### src/rtl/inport_ctrl_if.sv
// Bus bundle between the input-port controller, its producer and the control unit.
// Controller side uses modport slave; the producer/control-unit side uses modport master.
interface inport_ctrl_if #(
  parameter int unsigned DATA_WIDTH = 32,
  parameter int unsigned DEPTH      = 4
);
  localparam int unsigned CW = $clog2(DEPTH) + 1;

  logic [DATA_WIDTH-1:0] DevData;
  logic                  DevValid;
  logic                  DevReady;
  logic                  InReq;
  logic                  InDone;
  logic                  InErr;
  logic [DATA_WIDTH-1:0] PortData;
  logic                  PortStrobe;
  logic [CW-1:0]         Count;
  logic                  Irq;

  modport slave (
    input  DevData, DevValid, InReq,
    output DevReady, InDone, InErr, PortData, PortStrobe, Count, Irq
  );

  modport master (
    output DevData, DevValid, InReq,
    input  DevReady, InDone, InErr, PortData, PortStrobe, Count, Irq
  );
endinterface

### src/rtl/inport_ctrl.sv
// Input-port controller: small FIFO for device words plus a request FSM that strobes the
// head word into the input-port register. Optional data-available interrupt via INPORT_IRQ_EN.
module inport_ctrl #(
  parameter int unsigned DATA_WIDTH = 32,
  parameter int unsigned DEPTH      = 4,
  parameter int unsigned TIMEOUT    = 255,
  parameter int unsigned IRQ_LEVEL  = 1
) (
  input  logic          Clock,
  input  logic          Clear_n,
  inport_ctrl_if.slave  bus
);

  localparam int unsigned AW = $clog2(DEPTH);
  localparam int unsigned CW = $clog2(DEPTH) + 1;
  localparam logic [15:0] TimeoutLast = 16'(TIMEOUT - 1);

  localparam logic [1:0] StIdle = 2'd0;
  localparam logic [1:0] StWait = 2'd1;
  localparam logic [1:0] StLoad = 2'd2;
  localparam logic [1:0] StDone = 2'd3;

  logic [DATA_WIDTH-1:0] mem_q [DEPTH];
  logic [AW-1:0]         rd_ptr_q, rd_ptr_d;
  logic [AW-1:0]         wr_ptr_q, wr_ptr_d;
  logic [CW-1:0]         count_q, count_d;
  logic [15:0]           timer_q, timer_d;
  logic                  err_q, err_d;
  logic [1:0]            state_q, state_d;
  logic                  full, empty, push, pop;

  assign full  = (count_q == CW'(DEPTH));
  assign empty = (count_q == '0);
  assign push  = bus.DevValid & bus.DevReady;
  assign pop   = (state_q == StLoad);

  // Ready is gated by reset so the producer sees no acceptance while the block is held clear.
  assign bus.DevReady   = Clear_n & ~full;
  assign bus.PortData   = mem_q[rd_ptr_q];
  assign bus.PortStrobe = (state_q == StLoad);
  assign bus.InDone     = (state_q == StDone);
  assign bus.InErr      = (state_q == StDone) & err_q;
  assign bus.Count      = count_q;

  always_comb begin
    wr_ptr_d = push ? wr_ptr_q + AW'(1) : wr_ptr_q;
    rd_ptr_d = pop  ? rd_ptr_q + AW'(1) : rd_ptr_q;
    count_d  = count_q;
    unique case ({push, pop})
      2'b10:   count_d = count_q + CW'(1);
      2'b01:   count_d = count_q - CW'(1);
      default: count_d = count_q;
    endcase
  end

  always_comb begin
    state_d = state_q;
    timer_d = timer_q;
    err_d   = err_q;
    unique case (state_q)
      StIdle: begin
        if (bus.InReq && !empty) begin
          state_d = StLoad;
        end else if (bus.InReq) begin
          state_d = StWait;
          timer_d = '0;
        end
      end
      StWait: begin
        // A word pushed this cycle is only seen next cycle; no bypass into LOAD.
        if (!empty) begin
          state_d = StLoad;
        end else if (TIMEOUT != 0 && timer_q == TimeoutLast) begin
          state_d = StDone;
          err_d   = 1'b1;
        end else begin
          timer_d = timer_q + 16'd1;
        end
      end
      StLoad: begin
        state_d = StDone;
        err_d   = 1'b0;
      end
      default: state_d = StIdle;
    endcase
  end

  always_ff @(posedge Clock or negedge Clear_n) begin
    if (!Clear_n) begin
      state_q  <= StIdle;
      rd_ptr_q <= '0;
      wr_ptr_q <= '0;
      count_q  <= '0;
      timer_q  <= '0;
      err_q    <= 1'b0;
    end else begin
      state_q  <= state_d;
      rd_ptr_q <= rd_ptr_d;
      wr_ptr_q <= wr_ptr_d;
      count_q  <= count_d;
      timer_q  <= timer_d;
      err_q    <= err_d;
    end
  end

  // Storage is intentionally left out of reset.
  always_ff @(posedge Clock) begin
    if (push) begin
      mem_q[wr_ptr_q] <= bus.DevData;
    end
  end

`ifdef INPORT_IRQ_EN
  logic irq_q;

  always_ff @(posedge Clock or negedge Clear_n) begin
    if (!Clear_n) begin
      irq_q <= 1'b0;
    end else begin
      irq_q <= (count_d >= CW'(IRQ_LEVEL));
    end
  end

  assign bus.Irq = irq_q;
`else
  assign bus.Irq = 1'b0;
`endif

endmodule
### src/flat_wrapper.sv
// flat-port wrapper written by rule: the top's interface ports become plain ports
module inport_ctrl_flat 
#(
  parameter int unsigned DATA_WIDTH = 32,
  parameter int unsigned DEPTH      = 4,
  parameter int unsigned TIMEOUT    = 255,
  parameter int unsigned IRQ_LEVEL  = 1
)
  (Clock, Clear_n, bus_DevData, bus_DevValid, bus_InReq, bus_DevReady, bus_InDone, bus_InErr, bus_PortData, bus_PortStrobe, bus_Count, bus_Irq);
  inport_ctrl_if #(.DATA_WIDTH(DATA_WIDTH), .DEPTH(DEPTH)) bus_i ();
  input  logic Clock;
  input  logic Clear_n;
  input wire logic [$bits(bus_i.DevData)-1:0] bus_DevData;
  input wire logic [$bits(bus_i.DevValid)-1:0] bus_DevValid;
  input wire logic [$bits(bus_i.InReq)-1:0] bus_InReq;
  output wire logic [$bits(bus_i.DevReady)-1:0] bus_DevReady;
  output wire logic [$bits(bus_i.InDone)-1:0] bus_InDone;
  output wire logic [$bits(bus_i.InErr)-1:0] bus_InErr;
  output wire logic [$bits(bus_i.PortData)-1:0] bus_PortData;
  output wire logic [$bits(bus_i.PortStrobe)-1:0] bus_PortStrobe;
  output wire logic [$bits(bus_i.Count)-1:0] bus_Count;
  output wire logic [$bits(bus_i.Irq)-1:0] bus_Irq;
  assign bus_i.DevData = bus_DevData;
  assign bus_i.DevValid = bus_DevValid;
  assign bus_i.InReq = bus_InReq;
  assign bus_DevReady = bus_i.DevReady;
  assign bus_InDone = bus_i.InDone;
  assign bus_InErr = bus_i.InErr;
  assign bus_PortData = bus_i.PortData;
  assign bus_PortStrobe = bus_i.PortStrobe;
  assign bus_Count = bus_i.Count;
  assign bus_Irq = bus_i.Irq;
  inport_ctrl #(.DATA_WIDTH(DATA_WIDTH), .DEPTH(DEPTH), .TIMEOUT(TIMEOUT), .IRQ_LEVEL(IRQ_LEVEL)) u_core (.Clock(Clock), .Clear_n(Clear_n), .bus(bus_i));
endmodule
### config.mk
export PLATFORM = sky130hd
export DESIGN_NAME = inport_ctrl_flat
export DESIGN_NICKNAME = d
export VERILOG_FILES = /design/src/rtl/inport_ctrl_if.sv /design/src/rtl/inport_ctrl.sv /design/src/flat_wrapper.sv
export SDC_FILE = /design/constraint.sdc
export NUM_CORES = 1
export LEC_CHECK = 0
export BUFFER_PORTS_ARGS = -buffer_cell sky130_fd_sc_hd__buf_4
export CORE_MARGIN = 1
export CORE_UTILIZATION = 60
export DETAILED_ROUTE_END_ITERATION = 10
export MAX_ROUTING_LAYER = met4
export PLACE_DENSITY = 0.8
export SYNTH_ARGS = -nofsm -noshare
export SYNTH_HDL_FRONTEND = slang
export SYNTH_SLANG_ARGS = --single-unit
### constraint.sdc
create_clock -name Clock -period 3.45 [get_ports Clock]
set_clock_uncertainty 0.05 [all_clocks]
set_input_delay 0.345 -clock Clock [delete_from_list [all_inputs] [get_ports Clock]]
set_output_delay 0.345 -clock Clock [all_outputs]
set_load 0.05 [all_outputs]
==> metrics.md, run 1 <==
| Metric | Value |
|---|---|
| Outcome | `finished, final reports clean` |
| Synth warn | `0` |
| Utilization after layout | `78.9%` |
| H-tree depth | `4` |
| Switching Power | `2.49 mW` |
| Synth-to-layout area growth | `26.1%` |
| CTS clk-pin slew, worst paths | `60 ps` |
| Setup bufs post-CTS | `0` |
| CP startpoint kind | `flop` |
| Pre-CTS setup slack | `947 ps` |
| CP peak stage delay | `600 ps` |
| Area of the core | `9860 um^2` |
| Placed Area | `6880 um^2` |
| Die area | `10700 um^2` |
| Synthesized area per cell | `18.3 um^2` |
| # fillers | `514` |
| First-pass GRT wire length | `18700 um` |
| Final Net Count | `502` |
| Pleak | `2.88 nW` |
| Vias | `3477` |
| Final number of hold-violating endpoints | `0` |
| DR WL/cell | `20.5 um` |
| Clock Path Buffers | `2` |
| Relative slew slack | `40.5%` |
| DPL Wire Length | `6750 um` |
| Crit-path slowest cell | `dfrtp_2` |
| Vias/cell | `5.81` |
| Worst Tran Pin Value | `893 ps` |
| Post-route ant nets | `0` |
| GR Util met1 | `32.3%` |
| Num Clock Sinks | `154` |
| CP endpoint kind | `output pin` |
| Switching part of the total power | `36.3%` |
| Synth Net Count | `385` |
| Routability cong. | `0.887` |
| Top FF cell, synth | `edfxtp_1` |
| Die H | `103 um` |
| TritonCTS Buffers | `17` |
| Final Setup Violations | `0` |
| CTS tree | `yes` |
| Combinational share of power | `38.3%` |
| FMAX | `382 MHz` |
| PwrDens | `880 nW/um^2` |
| CP bufs+invs | `2` |
| RSZ-0062 raised after global routing | `no` |
| R2R Path Start | `u_core.timer_q[8]` |
| Setup WS post-layout | `832 ps` |
| Largest net degree at the start of global routing | `33` |
| Int Power | `4.36 mW` |
| I/O Buffers | `74` |
| Fin area | `7780 um^2` |
| Busiest grt layer | `met2` |
| Critical path arrival | `2220 ps` |
| Clock root cell | `clkbuf_8` |
| Synth unique cells | `43` |
| Async set-reset flop share out of synthesis | `16.9%` |
| Seq/Total Area, Yosys | `72.8%` |
| Setup CP Type | `flop to output pin` |
| Share of layout cells above drive strength 1 | `30.8%` |
| Row count | `36` |
| Worst path top cell family by delay | `flip-flops` |
| Worst-skew pair later-pin latency | `520 ps` |
| Remaining global-route overflow | `0` |
| Post-synthesis register bit count | `154` |
| Crit path launch | `u_core.rd_ptr_q[0]` |
| Minimum clock period | `2620 ps` |
| Final Max Slew Viols | `0` |
| Number of synthesized flops with an enable pin | `128` |
| Hold WC Path Type | `input port to flop` |
| Hold_sp | `bus_InReq` |
| Critical Path RT | `3050 ps` |
| DRT iter0 DRCs | `186` |
| Clock share of power | `26.4%` |
| Total power | `6.85 mW` |
| CP cell instances | `buf_12 -> mux4_2 -> buf_4` |
| Setup tns final | `0 ps` |
| Die Span X | `103 um` |
| Maximum vdd drop | `0.000511 V` |
| DR pass1 iterations | `4` |
| Period utilization | `75.9%` |
| Vias in the first global route | `3607` |
| CP max FO | `24` |
| Initial Util | `62.5%` |
| DRC Markers | `0` |
| Max_cap viols | `0` |
| Routed WL | `12200 um` |
| Tot GR Track Use | `25.9%` |
| Synth Instances | `337` |
| # resized after CTS | `0` |
| I/O pin total | `76` |
| Grt met3 use | `6.79%` |
| Met2 GRT Util | `41.5%` |
| Post-Syn Area | `6170 um^2` |
| Sequential Power Share | `35.3%` |
| Initial antenna violation count | `1` |
[synthesized netlist by cell type (2+ instances only)]
master / n / area share [%]
buf_1: 3 / 0.18
a21o_1: 2 / 0.24
inv_1: 14 / 0.85
ha_1: 11 / 2.2
o21ai_0: 14 / 1.1
mux4_2: 32 / 12
xnor2_1: 3 / 0.43
xor2_1: 4 / 0.57
and2_1: 3 / 0.30
mux2i_1: 4 / 0.65
or3_1: 3 / 0.30
nor2_1: 6 / 0.37
and3_1: 5 / 0.51
nor2b_1: 2 / 0.20
edfxtp_1: 128 / 62
nor3_1: 3 / 0.24
dfrtp_1: 26 / 11
a41oi_1: 2 / 0.28
nand3_1: 7 / 0.57
o31ai_1: 2 / 0.24
nand2_1: 21 / 1.3
a21oi_1: 6 / 0.49
clkbuf_1: 6 / 0.37
nand4_1: 3 / 0.30
a31oi_1: 6 / 0.61
or4_1: 2 / 0.24
and4_1: 2 / 0.28
o21a_1: 2 / 0.24
[layout make-up]
cell class	count	area [um^2]	area share, %
well taps	133	166	2.14
clock buffers	18	418	5.37
clock inverters	11	155	1.99
multi-input cells	157	1570	20.2
repair buffers	110	921	11.8
diodes	1	2.50	0.0322
flip-flops and latches	154	4500	57.8
inverters	14	52.6	0.675
[cells by family after synthesis]
group,Yosys count,synth area share [%]
DFF,154,72.8
and+or+nand+nor,60,5.03
AOI/OAI and AO/OA,40,4.22
muxes,37,12.5
buffers and inverters,26,1.78
adders and majority gates,12,2.56
xor gates and xnor gates,7,0.994
other,1,0.0608
[path summary, 6_finish.rpt]
path | endpoint | slack, ps | cells past startpoint
worst max-delay path | bus_PortData[13] | 830 | 3
worst min-delay path | u_core.state_q[1] | 190 | 5
worst max register to register | u_core.timer_q[3] | 930 | 5
worst min register to register | u_core.timer_q[14] | 450 | 1
max in group asynchronous | u_core.rd_ptr_q[0] | 2840 | 2
min in group asynchronous | u_core.state_q[1] | 220 | 2
[flip-flops by register name, indices dropped and copies added, names as in the netlist]
name              count
u_core.mem_q        128
u_core.timer_q       16
u_core.bus.Count      3
u_core.rd_ptr_q       2
u_core.state_q        2
u_core.wr_ptr_q       2
u_core.err_q          1
[worst register-to-register path, stage by stage (launching register included)]
cell and delay (ps):
dfrtp_1 440, or4_1 530, or4_1 690, o21ai_2 440, o21ai_0 180, o31ai_1 90
[cells in the final DEF, fill, tap and decap left out, drive strengths merged, types with 2 or more instances in the layout]
cell         count
and2             3
a21o             2
nand2           21
or3              3
buf             77
o31ai            2
dlygate4sd3     33
and3             6
nor3             3
clkinv           6
o21ai           15
a21oi            6
xor2             4
nand4            3
a31oi            6
nor2             6
o21a             2
clkbuf          18
dfrtp           26
edfxtp         128
bufinv           4
inv             14
and4             2
or4              2
mux2i            4
nor2b            2
nand3            7
xnor2            3
ha              11
a41oi            2
mux4            32
[power by group through the flow]
stage / sequential [mW] / clock, mW / combinational, mW
3_5_place_dp: 2.44 / 0 / 2.58
6_report: 2.42 / 1.81 / 2.62
2_1_floorplan: 2.44 / 0 / 1.88
5_1_grt: 2.44 / 1.92 / 2.78
4_1_cts: 2.41 / 1.83 / 2.63
3_3_place_gp: 2.43 / 0 / 2.55
[through the flow]
stage / hold slack [ps] / instances
3_5_place_dp: 232 / 535
2_1_floorplan: -0.591 / 337
4_1_cts: 162 / 597
5_1_grt: 220 / 598
6_report: 190 / 598
3_3_place_gp: 229 / 535
[metal layers]
metal	share of wire, %	wire (um)
met1	42	5110
met2	52	6320
met3	5.9	722
met4	0.68	83
met5	0	0
[timing repair]
action	CTS	global route
hold buffers	33	0
setup endpoints to repair	0	0
hold endpoints to repair	154	0
No activity file was read; power rests on OpenSTA's default activity.
==> run 2: changes to the inputs <==
Settings changed: CORE_UTILIZATION 60 to 57, PLACE_DENSITY 0.8 to 0.77.
Clock period 3.45 ns to 2.6 ns, I/O delays scaled along.
==> run 2 against run 1 <==
Compared with the run above:
- via count decreased by 0.66%
- register-to-register slack got worse by 810 ps
- routed wire length increased by 0.78%
- cell area increased by 1.1%
- clock-buffer cell count decreased by 1
- sequential share of layout area decreased by 0.64 points
- setup slack got worse by 720 ps
- non-clock buffer count increased by 6
- clock power increased by 33%
- utilization decreased by 3.3 points
- cell count increased by 1.8%
- critical endpoint is now u_core.timer_q[7]
- highest routed layer unchanged
==> metrics.md, run 2 (synthesis results as in run 1) <==
| Metric | Value |
|---|---|
| CP endpoint kind | `flop` |
| Die H | `106 um (+2.5%)` |
| R2R Path Start | `u_core.timer_q[8]` |
| Die area | `11200 um^2 (+5.2%)` |
| DR pass1 iterations | `4 (unchanged)` |
| Row count | `37 (+2.8%)` |
| Tot GR Track Use | `24.0% (-2.0 points)` |
| Hold WC Path Type | `input port to flop` |
| Commonest non-fill, non-tap cell in the layout | `edfxtp_1` |
| Placed Area | `6950 um^2 (+1.1%)` |
| CP startpoint kind | `flop` |
| Area of the core | `10400 um^2 (+5.6%)` |
| FMAX | `402 MHz` |
| Pleak | `2.91 nW (+1.2%)` |
| Routability cong. | `0.846 (-4.6%)` |
| Cell repeated most along the worst path | `or4_1` |
| Switching Power | `3.38 mW (+36%)` |
| Synth-to-layout area growth | `27.5%` |
| PwrDens | `1160 nW/um^2 (+32%)` |
| DRT iter0 DRCs | `178 (-4.3%)` |
| Vias | `3454 (-0.66%)` |
| Initial Util | `59.2% (-3.3 points)` |
| DRC Markers | `0 (unchanged)` |
| Worst Tran Pin Value | `521 ps (-372 ps)` |
| CP cell instances | `or4_1 -> or4_1 -> o21ai_2 -> nor4_1 -> a21o_1` |
| Reg-to-Reg End | `u_core.timer_q[7]` |
| Int Power | `5.76 mW (+32%)` |
| Final Setup Violations | `0 (unchanged)` |
| Multi-input gate area | `1590 um^2 (+0.96%)` |
| Post-route ant nets | `0 (unchanged)` |
| Combinational share of power | `38.6% (+0.3 points)` |
| Initial antenna violation count | `0 (-1)` |
| Vias in the first global route | `3566 (-1.1%)` |
| Storage cell area | `4500 um^2 (unchanged)` |
| Clock share of power | `26.4% (about the same)` |
| DR WL/cell | `20.2 um (-1.0%)` |
| TritonCTS Buffers | `17 (unchanged)` |
| Final number of hold-violating endpoints | `0 (unchanged)` |
| Fin area | `7870 um^2 (+1.1%)` |
| R2R Setup Slk | `120 ps (-810 ps)` |
| Hold_sp | `bus_InReq` |
| CP max FO | `10 (-58%)` |
| Worst-skew pair later-pin latency | `510 ps (about the same)` |
| Clock root cell | `clkbuf_8` |
| RSZ-0062 raised after global routing | `no` |
| Final Max Slew Viols | `0 (unchanged)` |
| Final Net Count | `508 (+1.2%)` |
| Critical path arrival | `2830 ps (+610 ps)` |
| Sequential Power Share | `35.0% (-0.3 points)` |
| CTS clk-pin slew, worst paths | `60 ps (about the same)` |
| Worst Hold Depth | `5 (unchanged)` |
| # resized after CTS | `0 (unchanged)` |
| Hold EP | `u_core.state_q[1]` |
| Setup bufs post-CTS | `0 (unchanged)` |
| Period utilization | `95.6%` |
| Setup tns final | `0 ps (unchanged)` |
| Maximum vdd drop | `0.000700 V (+37%)` |
| Remaining global-route overflow | `0 (unchanged)` |
| Share of layout cells above drive strength 1 | `32.3% (+1.5 points)` |
| Largest net degree at the start of global routing | `33 (unchanged)` |
| Cells on worst reg2reg path | `5 (unchanged)` |
| Commonest non-fill, non-tap cells in the layout | `edfxtp_1, buf_4, dlygate4sd3_1` |
| Vias/cell | `5.67 (-2.5%)` |
| DPL Wire Length | `6520 um (-3.4%)` |
| Ant diodes | `0 (-1)` |
| CTS tree | `yes` |
| Clock Path Buffers | `2 (unchanged)` |
| Relative slew slack | `65.3% (+25 points)` |
| I/O pin total | `76 (unchanged)` |
| Critical Path RT | `2940 ps (-110 ps)` |
| Setup CP Type | `flop to flop` |
| CP peak stage delay | `690 ps (+90 ps)` |
| Crit-path slowest cell | `or4_1` |
| I/O Buffers | `74 (unchanged)` |
| Outcome | `finished, final reports clean` |
| Max_cap viols | `0 (unchanged)` |
| First-pass GRT wire length | `19100 um (+1.9%)` |
| Reg with most FFs | `u_core.mem_q` |
| Largest register FFs | `128 (unchanged)` |
| H-tree depth | `4 (unchanged)` |
| Num Clock Sinks | `154 (unchanged)` |
| Minimum clock period | `2480 ps` |
| # fillers | `605 (+18%)` |
| Routed WL | `12300 um (+0.78%)` |
| Switching part of the total power | `37.0% (+0.64 points)` |
| Die Span X | `106 um (+2.5%)` |
## run 2: cell types whose count changed in the layout (fill, tap and decap cells not counted)
cell,delta
diode_2,-1
clkinv_4,+2
bufinv_16,-1
clkinv_1,+1
a31oi_4,+1
buf_4,+5
inv_6,+3
clkbuf_1,-1
buf_12,+1
a31oi_1,-1
clkinv_2,-3
clkinvlp_4,+2
## run 2: power by group through the flow
stage | combinational, mW | sequential (mW) | clock [mW]
floorplan | 2.51 | 3.23 | 0
global placement | 3.42 | 3.22 | 0
detailed placement | 3.47 | 3.24 | 0
CTS | 3.55 | 3.20 | 2.44
global route | 3.71 | 3.23 | 2.54
finish | 3.52 | 3.20 | 2.41
## run 2: timing repair
action / CTS / global route
setup endpoints to repair: 0 / 0
hold endpoints to repair: 154 / 0
hold buffers: 33 / 0
## run 2: metrics by stage
step	worst slack, ps	util (%)	power (mW)	hold WS [ps]	std cells
final	115	75.5	9.14	107	609
after global routing	11.4	75.5	9.48	123	609
after CTS	118	75.5	9.20	86.3	609
after detailed placement	130	66.7	6.71	238	544
after global placement	162	66.7	6.64	241	544
after floorplan	48.4	-	5.74	-85.6	337
## run 2: final cells by class
cell class	instances	share of cell area, %
tap	136	2.16
clock buffer	17	5.26
sequential	154	57.1
multi-input combinational	157	20.1
inverter	14	0.668
clock inverter	15	2.19
timing repair buffer	116	12.4
## run 2: worst max-delay path by stage
stage | start | end | slack (ps) | cells past startpoint
2_1_floorplan | u_core.bus.Count[0] | u_core.bus.Count[2] | 50 | 10
3_5_place_dp | u_core.timer_q[8] | u_core.timer_q[7] | 130 | 5
3_3_place_gp | u_core.timer_q[8] | u_core.timer_q[7] | 160 | 5
6_report | u_core.timer_q[8] | u_core.timer_q[7] | 120 | 5
4_1_cts | u_core.timer_q[8] | u_core.timer_q[7] | 120 | 5
5_1_grt | u_core.timer_q[8] | u_core.timer_q[10] | 10 | 5
## run 2: worst max-delay path, delay by kind of cell (launching register included)
kind	cells	cell delay (ps)
flops	1	450
simple gates	3	1300
compound gates	2	580
## run 2: metal layers
layer / wire length, um / GRT usage [%]
met1: 5030 / 28.9
met2: 6620 / 40.6
met3: 549 / 5.52
met4: 134 / 7.54
met5: 0 / -
==> run 3: changes to the inputs <==
Settings changed: ABC_AREA set to 0, CORE_UTILIZATION 57 to 50, PLACE_DENSITY 0.77 to 0.68.
==> run 3 against run 2 <==
Compared with the run above:
- clock power shrank 6%
- critical path depth down 1
- sequential cell count did not move
- cell area about the same
- fmax fell by 1.8%
- via count down 1.3%
- register-to-register slack worse by 50 ps
- setup slack worse by 46 ps
- critical path type unchanged
- cell count is 2.1% higher
- first-iteration DRC count is 33% higher
- routed wire length decreased by 11%
==> metrics.md, run 3 (synthesis results as in run 1) <==
| Metric | Value |
|---|---|
| Cell repeated most along the worst path | `or4_1` |
| Final Net Count | `510 (+0.39%)` |
| Worst Tran Pin Value | `539 ps (+18.1 ps)` |
| PwrDens | `1140 nW/um^2 (-1.9%)` |
| Commonest non-fill, non-tap cell in the layout | `edfxtp_1` |
| Share of layout cells above drive strength 1 | `32.0% (-0.35 points)` |
| Busiest grt layer | `met2` |
| DRC Markers | `0 (unchanged)` |
| Grt met3 use | `4.45% (-1.1 points)` |
| Crit path launch | `u_core.timer_q[8]` |
| Ant diodes | `0 (unchanged)` |
| Reg-to-Reg End | `u_core.state_q[0]` |
| Area of the core | `12000 um^2 (+15%)` |
| Tot GR Track Use | `19.6% (-4.4 points)` |
| Placed cells | `557 (+2.4%)` |
| Remaining global-route overflow | `0 (unchanged)` |
| RSZ-0062 raised after global routing | `yes` |
| CP cell instances | `or4_1 -> or4_1 -> a32oi_2 -> mux2_1` |
| Die Span X | `113 um (+6.6%)` |
| Row count | `40 (+8.1%)` |
| Initial antenna violation count | `0 (unchanged)` |
| CP bufs+invs | `0 (unchanged)` |
| Vias | `3409 (-1.3%)` |
| CTS clk-pin slew, worst paths | `60 ps (about the same)` |
| Cells on worst reg2reg path | `4 (-1)` |
| Final Setup Violations | `0 (unchanged)` |
| Largest register FFs | `128 (unchanged)` |
| DR WL/cell | `17.6 um (-13%)` |
| Largest net degree at the start of global routing | `33 (unchanged)` |
| Setup tns final | `0 ps (unchanged)` |
| Period utilization | `97.3% (+1.8 points)` |
| Initial Util | `51.4% (-7.9 points)` |
| Commonest non-fill, non-tap cells in the layout | `edfxtp_1, buf_4, dlygate4sd3_1` |
| FMAX | `395 MHz (-1.8%)` |
| Worst-skew pair later-pin latency | `410 ps (-100 ps)` |
| Die area | `12800 um^2 (+14%)` |
| Crit-path slowest cell | `or4_1` |
| CP max FO | `8 (-2)` |
| Utilization after layout | `65.5% (-10 points)` |
| Post-route ant nets | `0 (unchanged)` |
| Final Max Slew Viols | `0 (unchanged)` |
| Die H | `113 um (+6.6%)` |
| Total power | `8.97 mW (-1.9%)` |
| Outcome | `finished, final reports clean` |
| Maximum vdd drop | `0.000958 V (+37%)` |
| Max_cap viols | `0 (unchanged)` |
| Placed Area | `6980 um^2 (+0.41%)` |
| Relative slew slack | `64.1% (-1.2 points)` |
| Pleak | `2.91 nW (-0.15%)` |
| Minimum clock period | `2530 ps (+45.9 ps)` |
| Reg with most FFs | `u_core.mem_q` |
| Hold_sp | `bus_DevValid` |
| Critical Path RT | `2840 ps (-100 ps)` |
| DRT iter0 DRCs | `236 (+33%)` |
| Setup bufs post-CTS | `0 (unchanged)` |
| Vias/cell | `5.48 (-3.4%)` |
| Clock Path Buffers | `2 (unchanged)` |
| Setup CP Type | `flop to flop` |
| Critical path arrival | `2780 ps (-50 ps)` |
| Routability cong. | `0.818 (-3.3%)` |
| R2R Setup Slk | `70 ps (-50 ps)` |
| R2R Path Start | `u_core.timer_q[8]` |
| Hold WC Path Type | `input port to flop` |
| Hold EP | `u_core.wr_ptr_q[0]` |
| First-pass GRT wire length | `18000 um (-5.4%)` |
| CTS tree | `yes` |
| Met2 GRT Util | `31.0% (-9.5 points)` |
| I/O pin total | `76 (unchanged)` |
| DR pass1 iterations | `4 (unchanged)` |
| Worst Hold Depth | `3 (-2)` |
| TritonCTS Buffers | `17 (unchanged)` |
| CP endpoint kind | `flop` |
| I/O Buffers | `74 (unchanged)` |
| H-tree depth | `4 (unchanged)` |
| Routed WL | `11000 um (-11%)` |
| Num Clock Sinks | `154 (unchanged)` |
| Final number of hold-violating endpoints | `0 (unchanged)` |
| DPL Wire Length | `6690 um (+2.7%)` |
| Non-Filler Instances | `622 (+2.1%)` |
| CP peak stage delay | `710 ps (+20 ps)` |
| Synth-to-layout area growth | `27.6% (about the same)` |
| CP startpoint kind | `flop` |
| Clock root cell | `clkbuf_16` |
| Worst path top cell family by delay | `simple AND/OR/NAND/NOR gates` |
| Fin area | `7870 um^2 (about the same)` |
| Vias in the first global route | `3553 (-0.36%)` |
| GR Util met1 | `24.4% (-4.5 points)` |
==> run 3: changes by cell type in the layout (fill, tap and decap cells not counted), moves of 2 or more <==
cell	before	now
inv_6	3	0
clkinv_2	1	4
clkinv_1	3	1
buf_4	81	83
clkinv_4	2	0
clkbuf_1	0	6
==> run 3: through the flow <==
step                setup WS, ps  hold WS (ps)
detailed placement           113           260
global route               0.365           224
floorplan                   48.4         -85.6
global placement             184           262
CTS                         91.2           183
finish                      69.2           194
==> run 3: layout make-up <==
| cell class | count | area (um^2) |
|---|---|---|
| Clock inverter | 9 | 98.8 |
| Fill cell | 841 | 4140 |
| Sequential cell | 154 | 4500 |
| Tap cell | 147 | 184 |
| Multi-Input combinational cell | 157 | 1600 |
| Clock buffer | 23 | 448 |
| Inverter | 14 | 52.6 |
| Timing Repair Buffer | 118 | 993 |
==> run 3: how the worst max path moves through the flow <==
stage | endpoint | slack (ps) | cells after the start
floorplan | u_core.bus.Count[2] | 50 | 10
global route | u_core.state_q[0] | 0.4 | 4
CTS | bus_PortData[7] | 90 | 3
detailed placement | u_core.state_q[0] | 110 | 4
finish | u_core.state_q[0] | 70 | 4
global placement | u_core.timer_q[7] | 180 | 5
==> run 3: power by group <==
part           internal (mW)  switching, mW  total (mW)
clock network           1.40          0.873        2.27
registers               3.01          0.222        3.23
logic                   1.30           2.16        3.46
total                   5.71           3.26        8.97
==> run 3: layer usage <==
layer	share of wire (%)	up-vias
met1	46	1713
met2	49	93
met5	0	-
li1	-	1589
met4	1.3	0
met3	3.9	14
==> run 3: what timing repair did <==
action	CTS	global route
hold endpoints to repair	152	0
endpoints found under the setup margin	0	2
gates resized for setup	0	2
hold buffers	33	0
==> run 3: worst reg2reg max path, stage by stage, from the launching register on <==
cell and delay (ps):
dfrtp_1 440, or4_1 530, or4_1 710, a32oi_2 340
mux2_1 350
